===== config.mk =====
export PLATFORM = sky130hd
export DESIGN_NAME = sram_apb_bridge_v2
export DESIGN_NICKNAME = d
export VERILOG_FILES = /design/src/rtl/sram_apb_bridge_v2.sv
export SDC_FILE = /design/constraint.sdc
export NUM_CORES = 1
export LEC_CHECK = 0
export BUFFER_PORTS_ARGS = -buffer_cell sky130_fd_sc_hd__buf_2
export CAP_MARGIN = 5
export CELL_PAD_IN_SITES_DETAIL_PLACEMENT = 1
export CELL_PAD_IN_SITES_GLOBAL_PLACEMENT = 1
export CORE_ASPECT_RATIO = 0.75
export CORE_MARGIN = 3
export CORE_UTILIZATION = 33
export DETAILED_ROUTE_END_ITERATION = 10
export GPL_TIMING_DRIVEN = 0
export PLACE_DENSITY_LB_ADDON = 0.1
export SKIP_CTS_REPAIR_TIMING = 1
export SYNTH_ARGS = -nofsm -noshare
export SYNTH_HDL_FRONTEND = slang
export SYNTH_SLANG_ARGS = --single-unit

===== constraint.sdc =====
create_clock -name PCLK -period 2.8 [get_ports PCLK]
set_input_delay 0.28 -clock PCLK [delete_from_list [all_inputs] [get_ports PCLK]]
set_output_delay 0.28 -clock PCLK [all_outputs]
set_load 0.01 [all_outputs]

===== src/rtl/sram_apb_bridge_v2.sv =====
// APB3/APB4 slave bridging config/debug traffic onto a single-port sync SRAM.
// Programmable read latency, byte strobes, and bounds/alignment errors.
module sram_apb_bridge_v2 #(
  parameter int AW     = 16,
  parameter int DW     = 23,
  parameter int DEPTH  = 2**AW,
  parameter int RD_LAT = 1,
  localparam int NB    = (DW + 7) / 8
) (
  input  logic          PCLK,
  input  logic          PRESETn,
  input  logic          PSEL,
  input  logic          PENABLE,
  input  logic          PWRITE,
  input  logic [31:0]   PADDR,
  input  logic [31:0]   PWDATA,
  input  logic [3:0]    PSTRB,
  output logic [31:0]   PRDATA,
  output logic          PREADY,
  output logic          PSLVERR,
  output logic          sram_cs,
  output logic          sram_wr,
  output logic [NB-1:0] sram_be,
  output logic [AW-1:0] sram_addr,
  output logic [DW-1:0] sram_wdata,
  input  logic [DW-1:0] sram_rdata
);

  localparam logic [31:0] DEPTH_U  = 32'(DEPTH);
  localparam logic [2:0]  LAT_INIT = 3'(RD_LAT);

  typedef enum logic [1:0] {
    IDLE,
    RD_WAIT,
    RD_RESP
  } state_t;

  state_t        state_q, state_d;
  logic [2:0]    cnt_q, cnt_d;
  logic          pready_q, pready_d;
  logic          pslverr_q, pslverr_d;
  logic          cs_q, cs_d;
  logic          wr_q, wr_d;
  logic [NB-1:0] be_q, be_d;
  logic [AW-1:0] addr_q, addr_d;
  logic [DW-1:0] wdata_q, wdata_d;
  logic [DW-1:0] prdata_q, prdata_d;

  logic          setup;
  logic [AW-1:0] idx;
  logic          bad_addr;
  logic          unused_bits;

  assign setup    = PSEL & ~PENABLE;
  assign idx      = PADDR[AW+1:2];
  assign bad_addr = (PADDR[1:0] != 2'b00) ||
                    (32'(idx) >= DEPTH_U);

  assign unused_bits = ^{PADDR, PWDATA, PSTRB};

  always_comb begin
    state_d   = state_q;
    cnt_d     = cnt_q;
    pready_d  = 1'b0;
    pslverr_d = 1'b0;
    cs_d      = 1'b0;
    wr_d      = 1'b0;
    be_d      = '0;
    addr_d    = addr_q;
    wdata_d   = wdata_q;
    prdata_d  = prdata_q;
    unique case (state_q)
      IDLE: begin
        if (setup) begin
          if (bad_addr) begin
            pready_d  = 1'b1;
            pslverr_d = 1'b1;
            prdata_d  = '0;
          end else if (PWRITE) begin
            pready_d = 1'b1;
            // an all-zero strobe completes without touching the SRAM
            if (|PSTRB[NB-1:0]) begin
              cs_d    = 1'b1;
              wr_d    = 1'b1;
              be_d    = PSTRB[NB-1:0];
              addr_d  = idx;
              wdata_d = PWDATA[DW-1:0];
            end
          end else begin
            cs_d    = 1'b1;
            addr_d  = idx;
            cnt_d   = LAT_INIT;
            state_d = RD_WAIT;
          end
        end
      end
      RD_WAIT: begin
        // count reaches zero in the cycle the SRAM data is valid
        if (cnt_q == 3'd0) begin
          prdata_d = sram_rdata;
          pready_d = 1'b1;
          state_d  = RD_RESP;
        end else begin
          cnt_d = cnt_q - 3'd1;
        end
      end
      RD_RESP: begin
        state_d = IDLE;
      end
      default: begin
        state_d = IDLE;
      end
    endcase
  end

  always_ff @(posedge PCLK or negedge PRESETn) begin
    if (!PRESETn) begin
      state_q   <= IDLE;
      cnt_q     <= '0;
      pready_q  <= 1'b0;
      pslverr_q <= 1'b0;
      cs_q      <= 1'b0;
      wr_q      <= 1'b0;
      be_q      <= '0;
      addr_q    <= '0;
      wdata_q   <= '0;
      prdata_q  <= '0;
    end else begin
      state_q   <= state_d;
      cnt_q     <= cnt_d;
      pready_q  <= pready_d;
      pslverr_q <= pslverr_d;
      cs_q      <= cs_d;
      wr_q      <= wr_d;
      be_q      <= be_d;
      addr_q    <= addr_d;
      wdata_q   <= wdata_d;
      prdata_q  <= prdata_d;
    end
  end

  assign PRDATA     = 32'(prdata_q);
  assign PREADY     = pready_q;
  assign PSLVERR    = pslverr_q;
  assign sram_cs    = cs_q;
  assign sram_wr    = wr_q;
  assign sram_be    = be_q;
  assign sram_addr  = addr_q;
  assign sram_wdata = wdata_q;

endmodule

== Word-level counts from Yosys, hierarchy flattened ==
Index checks and enable logic that the tools add are counted.
Word-level totals
  output and inout bits: 78
  register bits after elaboration: 74
  word-level logic and storage cells: 70
Operators by class
  add/subtract/negate cells: 1
  bitwise gates (word level): 3
  muxes and demuxes: 38
  reduce and logical (&&, ||, !) cells: 10
  equality and inequality tests: 8
Operators with widths (count)
  $mux 23: 3
  $pmux 23 s2: 1
  $mux 16: 2
  $mux 3: 9
  $mux 1: 16
  $ne 2x2->1 const B: 6
  $reduce_and 4->1: 3
  $reduce_and 5->1: 2
  $mux 2: 4
  $pmux 3 s2: 1
  $pmux 2 s2: 1
  $reduce_bool 2->1: 2
  $logic_not 3->1: 1
  $reduce_or 3->1: 1
  $sub 3x1->3 const B: 1
  $eq 2x1->1 const B: 1
  $logic_not 2->1: 1
  $ne 2x1->1 const B: 1
  $not 1->1: 2
  $pmux 1 s2: 1
  $and 1x1->1: 1

== Depth between registers and ports, before layout ==
Gate-level depths: netlist (run 1).
  depth in word-level cells: 6
  depth in mapped cells: 7

== Worst setup path after synthesis (run 1) ==
Ideal clock, no wire load.
  path kind: register to register
  from: register state_q[0]
  to: register addr_q[10] (netlist: sram_addr[10])
  period minus slack after synthesis: 1.993 ns
  data arrival time: 1.868 ns
  setup slack: 0.807 ns
  cell stages (with the launch flop): 6
  path through: dfrtp_1 > or4b_1 > buf_2 > a211oi_4 > buf_12 > mux2_4
Between the ends
  word-level cells in the longest chain between the ends: 2
RTL lines
  from (decl): RTL line 38  | state_t state_q, state_d;
  from (signal assigned): RTL line 129  | state_q <= state_d;
  $logic_not 2->1: RTL line 72  | unique case (state_q)
  $reduce_and 4->1 (no line)
  to (signal assigned): RTL line 136  | addr_q <= addr_d;
  to (decl): RTL line 45  | logic [AW-1:0] addr_q, addr_d;
Every way passes these cells.
A chain may end at the register's enable or synchronous reset.

== Worst setup path after layout (run 1) ==
  from: register cnt_q[0]
  to: register prdata_q[17]
Between the ends
  word-level cells in the longest chain between the ends: 3
RTL lines
  from (decl): RTL line 39  | logic [2:0] cnt_q, cnt_d;
  from (signal assigned): RTL line 130  | cnt_q <= cnt_d;
  $logic_not 3->1: RTL line 99  | if (cnt_q == 3'd0) begin
  $ne 2x2->1 (no line)
  $reduce_and 4->1 (no line)
  to (signal assigned): RTL line 138  | prdata_q <= prdata_d;
  to (decl): RTL line 47  | logic [DW-1:0] prdata_q, prdata_d;
Every way passes these cells.

==> out/results.txt, run 1 <==
Final worst slack - 0.599 ns
Gr usage total - 0.153
Initial drt markers - 61
Pre-CTS WS - 0.582 ns
Final hold slack - 0.186 ns
Period minus WS final - 2.20 ns
Synthesized cell area - 2900 um^2
Post-route ant nets - 0
Yosys warning count - 0
Critical path endpoint category - flip-flop
Seq pwr share - 0.394
Initial antenna violation count - 0
Yosys top cell by area - dfrtp_1
Synth top area cells - dfrtp_1 (64%), mux2_2 (12%), a22o_1 (7.0%)
HP Class - in -> reg
Clk pwr share - 0.330
Crit path max fanout - 10
Clk_skew - 0.00447 ns
Row cnt - 28
Setup violators final - 0
Status - finished, final reports clean
Fillers - 880
RSZ-0062 raised after global routing - no
Post-synth EDFFs - 0
Synth-to-Final Area Change - 43.2%
Max Clock Freq - 454 MHz
Worst-Skew Late Latency - 0.32 ns
Starting Density - 0.353
H-Tree Depth - 3
DR vias - 2105
First-pass GRT wire length - 11900 um
Core Util, Final - 0.506
Switching Share - 0.276
Worst Path Arrival - 2.40 ns
CTS clock-pin slew for the worst setup and hold paths - 0.05 ns
TNS Setup - 0 ns
Yosys reg bits - 74
Largest family of logic cells by synthesized area - multiplexers
Core ar. - 8200 um^2
Internal power - 2.92 mW
Final HPWL DP - 5610 um
Fin. max-slew vios - 0
Residual DRC - 0
Area of placed instances - 3780 um^2
Layout cells sized above 1 - 0.599
Slew @ Worst Pin - 0.527 ns
Multiplexer share of the synthesized area - 0.167
Compound-cell area share of the yosys netlist - 0.0903
Pre-antenna DRT Iters - 4
CTS tree - yes
Top_reg_cell synth - dfrtp_1
Finished Cell Area - 4150 um^2
P per Cell Area - 971 nW/um^2
Num Clock Sinks - 74
Die ar. - 9950 um^2
Psw - 1.11 mW
Post-synth ARST share - 1.00
Post-synth cell types - 29
Register area share after synthesis - 0.640
Grt total ovfl - 0
Routed length per instance - 15.7 um
Startpoint types - flip-flop
Combinational power share - 0.275
Input/output buffers - 139
Relative slew margins - 0.644
Most common cell after layout, fill and taps aside - buf_2
Die Y - 87.1 um
Clock tree buffer depth - 2
Peak supply drop - 0.000370 V
Vias in the first global route - 2324
Top-area cell type share of the netlist area - 0.640
Final Routed Wirelength - 7220 um
# IOs - 174
Vias per cell - 4.59
Commonest non-fill, non-tap cells in the layout - buf_2 (141), dfrtp_1 (74), mux2_2 (31), a22o_1 (23), buf_4 (10)
Synth Area in Simple Gates - 0.0445
Final Hold Viols - 0
Clock root cell - clkbuf_16
CP required - 3.00 ns
XOR/XNOR share of the synthesized area - 0
Fin crit share - 0.786
Leakage - 2.23 nW
Crit path kind - reg -> reg
Die X - 114 um
Final nets - 447
Post-synthesis cell count - 189
Total CTS buffers - 9
# diodes - 0
Largest net degree at the start of global routing - 46
Maxcap violations - 0
Syn Area/Cell - 15.3 um^2
Adder-cell share of the synthesized area - 0.00864
Final Wtd Congestion - 0.701
[critical path, stage by stage, from the launching register on]
cell and delay [ns]:
dfrtp_1 0.36, inv_1 0.10, ha_1 0.19, nor4bb_1 0.30, clkbuf_1 0.36, a21oi_1 0.20
clkbuf_1 0.32, a22o_1 0.25
[per-layer routing]
metal  track usage  vias to the layer above  wire [um]
met4        0.0356                        0         40
li1              -                      981          -
met5             0                        -          0
met2         0.224                       87       3210
met3        0.0611                        4        689
met1         0.213                     1033       3270
[power groups by stage]
stage / clock (mW) / combinational (mW) / sequential (mW)
floorplan: 0 / 0.455 / 1.75
global placement: 0 / 1.11 / 1.59
detailed placement: 0 / 1.13 / 1.60
CTS: 1.38 / 1.13 / 1.59
global route: 1.43 / 1.21 / 1.64
finish: 1.33 / 1.11 / 1.59
[layout make-up]
type	instances	area [um^2]	area share
inverter	3	11.3	0.00272
clock inverter	4	97.6	0.0235
buffer	20	129	0.0311
sequential	74	1850	0.447
timing repair buffer	141	736	0.177
clock buffer	12	256	0.0619
multi-input combinational	100	933	0.225
tap	105	131	0.0317
[sequential cells by signal (all words and copies together), names as in the netlist]
name        count
sram_be         3
PSLVERR         1
sram_cs         1
sram_wdata     23
state_q         2
cnt_q           3
PREADY          1
sram_addr      16
sram_wr         1
prdata_q       23
[cells by family (layout without fill, tap and decap cells)]
kind of cell,count (synthesis),after routing
AOI/OAI and AO/OA,29,29
adders and majority gates,2,2
buffers and inverters,23,180
DFF,74,74
muxes,40,40
other,1,9
and+or+nand+nor,20,20
[cells in the mapped netlist (3+ instances only)]
library cell,n
a22o_1,23
and3_1,3
buf_2,3
buf_4,9
clkbuf_1,7
dfrtp_1,74
inv_1,3
mux2_2,31
mux2_4,9
nor2_1,3
[worst paths after layout]
kind / cells past startpoint / end / start / slack (ns)
max: 7 / prdata_q[17]$_DFFE_PN0P_ / cnt_q[0]$_DFFE_PN0P_ / 0.60
min: 2 / prdata_q[5]$_DFFE_PN0P_ / sram_rdata[5] / 0.19
max reg2reg: 7 / prdata_q[17]$_DFFE_PN0P_ / cnt_q[0]$_DFFE_PN0P_ / 0.60
min reg2reg: 1 / prdata_q[14]$_DFFE_PN0P_ / prdata_q[14]$_DFFE_PN0P_ / 0.49
max in group asynchronous: 3 / sram_wdata[18]$_DFFE_PN0P_ / PRESETn / 1.79
min in group asynchronous: 2 / sram_addr[15]$_DFFE_PN0P_ / PRESETn / 0.45
[metrics by stage]
stage / total power, mW / std cells
2_1_floorplan: 2.21 / 197
3_3_place_gp: 2.70 / 441
3_5_place_dp: 2.73 / 442
4_1_cts: 4.10 / 458
5_1_grt: 4.29 / 459
6_report: 4.03 / 459
Power figures use the tool's default switching activity.
==> run 2: changes to the inputs <==
Clock period 2.8 ns to 2.1 ns, I/O delays scaled along.
==> run 2 against run 1 <==
Clock power rose by 33%. Wire length rose by 1.5%. Combinational power rose by 35%. Die area did not move. Critical endpoint is now sram_addr[14]$_DFFE_PN0P_. Largest cell class unchanged. Largest power group unchanged.
==> out/results.txt, run 2 (synthesized netlist as in run 1, its figures left out) <==
Grt total ovfl - 0 (unchanged)
Initial antenna violation count - 0 (unchanged)
RSZ-0062 raised after global routing - yes
Fin. max-slew vios - 0 (unchanged)
Total CTS buffers - 9 (unchanged)
Period minus WS final - 2.06 ns (-0.143 ns)
Commonest non-fill, non-tap cells in the layout - buf_2 (141), dfrtp_1 (74), mux2_2 (31), a22o_1 (23), buf_4 (16)
Starting Density - 0.353 (unchanged)
Worst-Skew Late Latency - 0.32 ns (about the same)
Die X - 114 um (unchanged)
Fillers - 870 (-1.1%)
Area of placed instances - 3780 um^2 (unchanged)
Layout cells sized above 1 - 0.617 (+0.0178)
First-pass GRT wire length - 11900 um (unchanged)
Max Clock Freq - 486 MHz (+6.9%)
Final Wtd Congestion - 0.701 (unchanged)
Post-route ant nets - 0 (unchanged)
Flop2flop setup slack - 0.04 ns (-0.56 ns)
Vias in the first global route - 2324 (unchanged)
Row cnt - 28 (unchanged)
TNS Setup - 0 ns (unchanged)
CP required - 2.30 ns (-0.70 ns)
Critical Path Slowest Stage Cell - or4b_1
CTS tree - yes
P per Cell Area - 1280 nW/um^2 (+32%)
CP most frequent cell - buf_4
Placed Cells - 442 (unchanged)
Pre-antenna DRT Iters - 4 (unchanged)
Final Routed Wirelength - 7320 um (+1.5%)
CTS clock-pin slew for the worst setup and hold paths - 0.05 ns (about the same)
Leakage - 2.27 nW (+1.9%)
Final Hold Viols - 0 (unchanged)
HP Class - in -> reg
Crit path kind - reg -> reg
Peak supply drop - 0.000494 V (+33%)
Largest net degree at the start of global routing - 46 (unchanged)
Finished Cell Area - 4210 um^2 (+1.5%)
Routed length per instance - 15.7 um (+0.15%)
Final HPWL DP - 5610 um (unchanged)
Crit path max fanout - 5 (-5)
Gr usage total - 0.153 (unchanged)
Most common cell after layout, fill and taps aside - buf_2
Worst Path Arrival - 2.26 ns (-0.14 ns)
Critical path endpoint category - flip-flop
Num Clock Sinks - 74 (unchanged)
Area of the multi-input gates - 940 um^2 (+0.67%)
Register Area - 1850 um^2 (unchanged)
Maxcap violations - 0 (unchanged)
Core ar. - 8200 um^2 (unchanged)
# diodes - 0 (unchanged)
# IOs - 174 (unchanged)
Die Y - 87.1 um (unchanged)
FF-to-FF path depth - 5 (-2)
Clock tree buffer depth - 2 (unchanged)
Final instance count without filler cells - 465 (+1.3%)
Residual DRC - 0 (unchanged)
Initial drt markers - 49 (-20%)
H-Tree Depth - 3 (unchanged)
Startpoint types - flip-flop
Cell Chain, Critical Path - or4b_1, buf_4, a211oi_4, buf_4, mux2_2
Status - finished, final reports clean
Setup violators final - 0 (unchanged)
Vias per cell - 4.58 (about the same)
Final nets - 453 (+1.3%)
Die ar. - 9950 um^2 (unchanged)
Synth-to-Final Area Change - 45.3%
Hold Path Depth - 2 (unchanged)
Fin crit share - 0.980 (+0.194)
DR vias - 2132 (+1.3%)
Input/output buffers - 139 (unchanged)
Clk_skew - 0.00392 ns (-0.000555 ns)
Clock root cell - clkbuf_16
CP max stage delay - 0.52 ns (+0.16 ns)
==> run 2: cell count changes in the layout (fill, tap and decap cells not counted), sizes merged <==
cell	before	now
buf	153	160
clkbuf	19	18
==> run 2: worst paths after layout <==
check | from | end
worst max-delay path | state_q[1]$_DFFE_PN0P_ | sram_addr[14]$_DFFE_PN0P_
worst min-delay path | sram_rdata[5] | prdata_q[5]$_DFFE_PN0P_
worst max register to register | state_q[1]$_DFFE_PN0P_ | sram_addr[14]$_DFFE_PN0P_
worst min register to register | prdata_q[14]$_DFFE_PN0P_ | prdata_q[14]$_DFFE_PN0P_
max in group asynchronous | PRESETn | sram_wdata[2]$_DFFE_PN0P_
min in group asynchronous | PRESETn | sram_addr[15]$_DFFE_PN0P_
==> run 2: worst max-delay path, delay by kind of cell (launching register included) <==
family | cells | cell delay, ns
compound gates | 1 | 0.31
buf+inv | 2 | 0.37
flops | 1 | 0.42
mux | 1 | 0.33
simple gates | 1 | 0.52
==> run 2: layout make-up <==
class / count / area share
clock inverters: 4 / 0.0232
clock buffers: 12 / 0.0610
plain buffers: 20 / 0.0321
multi-input cells: 100 / 0.223
inverters: 3 / 0.00268
flip-flops and latches: 74 / 0.440
repair buffers: 147 / 0.186
well taps: 105 / 0.0312
==> run 2: power breakdown <==
| part | internal, mW | total [mW] | switching, mW |
|---|---|---|---|
| combinational | 0.796 | 1.50 | 0.705 |
| sequential | 1.88 | 2.12 | 0.233 |
| clock | 1.23 | 1.77 | 0.548 |
| total | 3.91 | 5.39 | 1.49 |
==> run 2: per-stage QoR <==
step | hold slack [ns] | setup slack, ns | total power, mW | utilization
2_1_floorplan | -0.0856 | 0.107 | 2.94 | -
3_3_place_gp | 0.433 | -0.0952 | 3.60 | 0.458
3_5_place_dp | 0.175 | -0.118 | 3.64 | 0.461
4_1_cts | -0.172 | -0.140 | 5.47 | 0.505
5_1_grt | 0.102 | -0.0165 | 5.74 | 0.513
6_report | 0.115 | 0.0414 | 5.39 | 0.513
==> run 2: routing by layer <==
metal  global-route usage  part of all wire
met1                0.213              0.45
met2                0.224              0.45
met3               0.0611             0.094
met4               0.0356            0.0055
met5                    0                 0
==> run 3: changes to the inputs <==
Settings changed: CORE_UTILIZATION 33 to 35.
Clock period 2.1 ns to 2.5 ns, I/O delays scaled along.
==> run 3 against run 2 <==
Clock power is 49% lower. Non-clock buffer count down 6. Total power decreased by 27%. Core utilization fell by 1.2 points. Cell count fell by 1.3%. Worst setup slack gained 0.31 ns. Sequential share of layout area is 2.4 points higher. Critical path depth unchanged. Critical path type unchanged. Highest routed layer unchanged.
==> out/results.txt, run 3 (synthesized netlist as in run 1, its figures left out) <==
Status - finished, final reports clean
Synth-to-Final Area Change - 37.8%
Grt total ovfl - 0 (unchanged)
Clock root cell - clkbuf_8
Crit path kind - reg -> reg
Initial antenna violation count - 0 (unchanged)
Leakage - 2.15 nW (-5.1%)
Area of the multi-input gates - 933 um^2 (-0.67%)
Startpoint types - flip-flop
Final Routed Wirelength - 7100 um (-3.1%)
CP required - 2.72 ns (+0.42 ns)
Fillers - 868 (-0.23%)
Area of placed instances - 3780 um^2 (unchanged)
# diodes - 0 (unchanged)
Cell Chain, Critical Path - or4b_1, buf_2, a211oi_4, buf_12, mux2_4
Critical Path Slowest Stage Cell - or4b_1
CTS tree - yes
Critical path endpoint category - flip-flop
Die Y - 84.8 um (-2.7%)
Peak supply drop - 0.000440 V (-11%)
Die X - 111 um (-2.7%)
Routed length per instance - 15.5 um (-1.8%)
Period minus WS final - 2.15 ns (+0.0912 ns)
P per Cell Area - 984 nW/um^2 (-23%)
Clk_skew - 0.00803 ns (+0.00411 ns)
Total CTS buffers - 9 (unchanged)
CP max stage delay - 0.51 ns (about the same)
CP delay by family, top - simple AND/OR/NAND/NOR gates
DR vias - 2084 (-2.3%)
Most common cell after layout, fill and taps aside - buf_2
Final nets - 447 (-1.3%)
Register Area - 1850 um^2 (unchanged)
Combinational power share - 0.317 (+0.039)
Core ar. - 7950 um^2 (-3.0%)
Final HPWL DP - 5450 um (-3.0%)
Worst Path Arrival - 2.37 ns (+0.11 ns)
Fin crit share - 0.860 (-0.120)
CP Buf/Inv Count - 2 (unchanged)
Layout cells sized above 1 - 0.596 (-0.0206)
Finished Cell Area - 3990 um^2 (-5.2%)
TNS Setup - 0 ns (unchanged)
Residual DRC - 0 (unchanged)
Maxcap violations - 0 (unchanged)
Clk pwr share - 0.231 (-0.098)
Max Clock Freq - 465 MHz (-4.2%)
First-pass GRT wire length - 11800 um (-1.3%)
Switching Share - 0.306 (+0.0300)
Num Clock Sinks - 74 (unchanged)
Internal power - 2.73 mW (-30%)
Worst-Skew Late Latency - 0.33 ns (about the same)
Starting Density - 0.364 (+0.0109)
Pre-antenna DRT Iters - 4 (unchanged)
Setup violators final - 0 (unchanged)
Clock tree buffer depth - 2 (unchanged)
Fin. max-slew vios - 0 (unchanged)
Input/output buffers - 139 (unchanged)
# IOs - 174 (unchanged)
Initial drt markers - 37 (-24%)
HP Class - in -> reg
Vias in the first global route - 2216 (-4.6%)
Hold Path Depth - 2 (unchanged)
H-Tree Depth - 3 (unchanged)
CTS clock-pin slew for the worst setup and hold paths - 0.08 ns (+0.03 ns)
RSZ-0062 raised after global routing - no
Die ar. - 9410 um^2 (-5.4%)
Commonest non-fill, non-tap cells in the layout - buf_2 (141), dfrtp_1 (74), mux2_2 (31), a22o_1 (23)
Final Hold Viols - 0 (unchanged)
Psw - 1.20 mW (-19%)
Worst path depth - 5 (unchanged)
Row cnt - 28 (unchanged)
Slew @ Worst Pin - 0.532 ns
Largest net degree at the start of global routing - 45 (-2.2%)
Vias per cell - 4.54 (-0.97%)
Gr usage total - 0.159 (+0.00609)
Crit path max fanout - 10 (+5)
FF-to-FF path depth - 5 (unchanged)
Relative slew margins - 0.640
Final Wtd Congestion - 0.801 (+14%)
Post-route ant nets - 0 (unchanged)
Seq pwr share - 0.452 (+0.059)
[run 3: final timing paths]
| path | start | to | slack, ns |
|---|---|---|---|
| setup / recovery | state_q[0]$_DFFE_PN0P_ | sram_addr[11]$_DFFE_PN0P_ | 0.35 |
| setup reg to reg | state_q[0]$_DFFE_PN0P_ | sram_addr[11]$_DFFE_PN0P_ | 0.35 |
| max in group asynchronous | PRESETn | sram_wdata[12]$_DFFE_PN0P_ | 1.56 |
| hold reg to reg | prdata_q[14]$_DFFE_PN0P_ | prdata_q[14]$_DFFE_PN0P_ | 0.49 |
| hold / removal | sram_rdata[7] | prdata_q[7]$_DFFE_PN0P_ | 0.13 |
| min in group asynchronous | PRESETn | sram_addr[0]$_DFFE_PN0P_ | 0.40 |
[run 3: final cells by class]
type	count	share of cell area
sequential	74	0.464
inverter	3	0.00282
multi-input combinational	100	0.234
tap	105	0.0329
buffer	20	0.0323
timing repair buffer	141	0.184
clock inverter	4	0.0129
clock buffer	12	0.0364
[run 3: through the flow]
stage | util | power [mW] | worst slack (ns) | hold slack, ns | cells
finish | 0.502 | 3.93 | 0.350 | 0.133 | 459
global placement | 0.472 | 3.01 | 0.306 | 0.473 | 441
floorplan | - | 2.47 | 0.507 | -0.0456 | 197
detailed placement | 0.476 | 3.06 | 0.329 | 0.223 | 442
global route | 0.502 | 4.21 | 0.0986 | 0.105 | 459
CTS | 0.500 | 4.00 | 0.315 | -0.153 | 458
[run 3: power groups by stage]
stage	combinational (mW)	clock (mW)	sequential, mW
after floorplan	0.510	0	1.96
after global placement	1.23	0	1.78
after detailed placement	1.27	0	1.79
after CTS	1.27	0.947	1.78
after global routing	1.36	1.01	1.84
final	1.24	0.906	1.77
[run 3: metal layers]
layer / track usage / vias to the layer above / wire length (um)
met1: 0.212 / 1004 / 3180
met2: 0.232 / 98 / 3090
met3: 0.0857 / 6 / 780
met5: 0 / - / 0
li1: - / 976 / -
met4: 0.0331 / 0 / 49
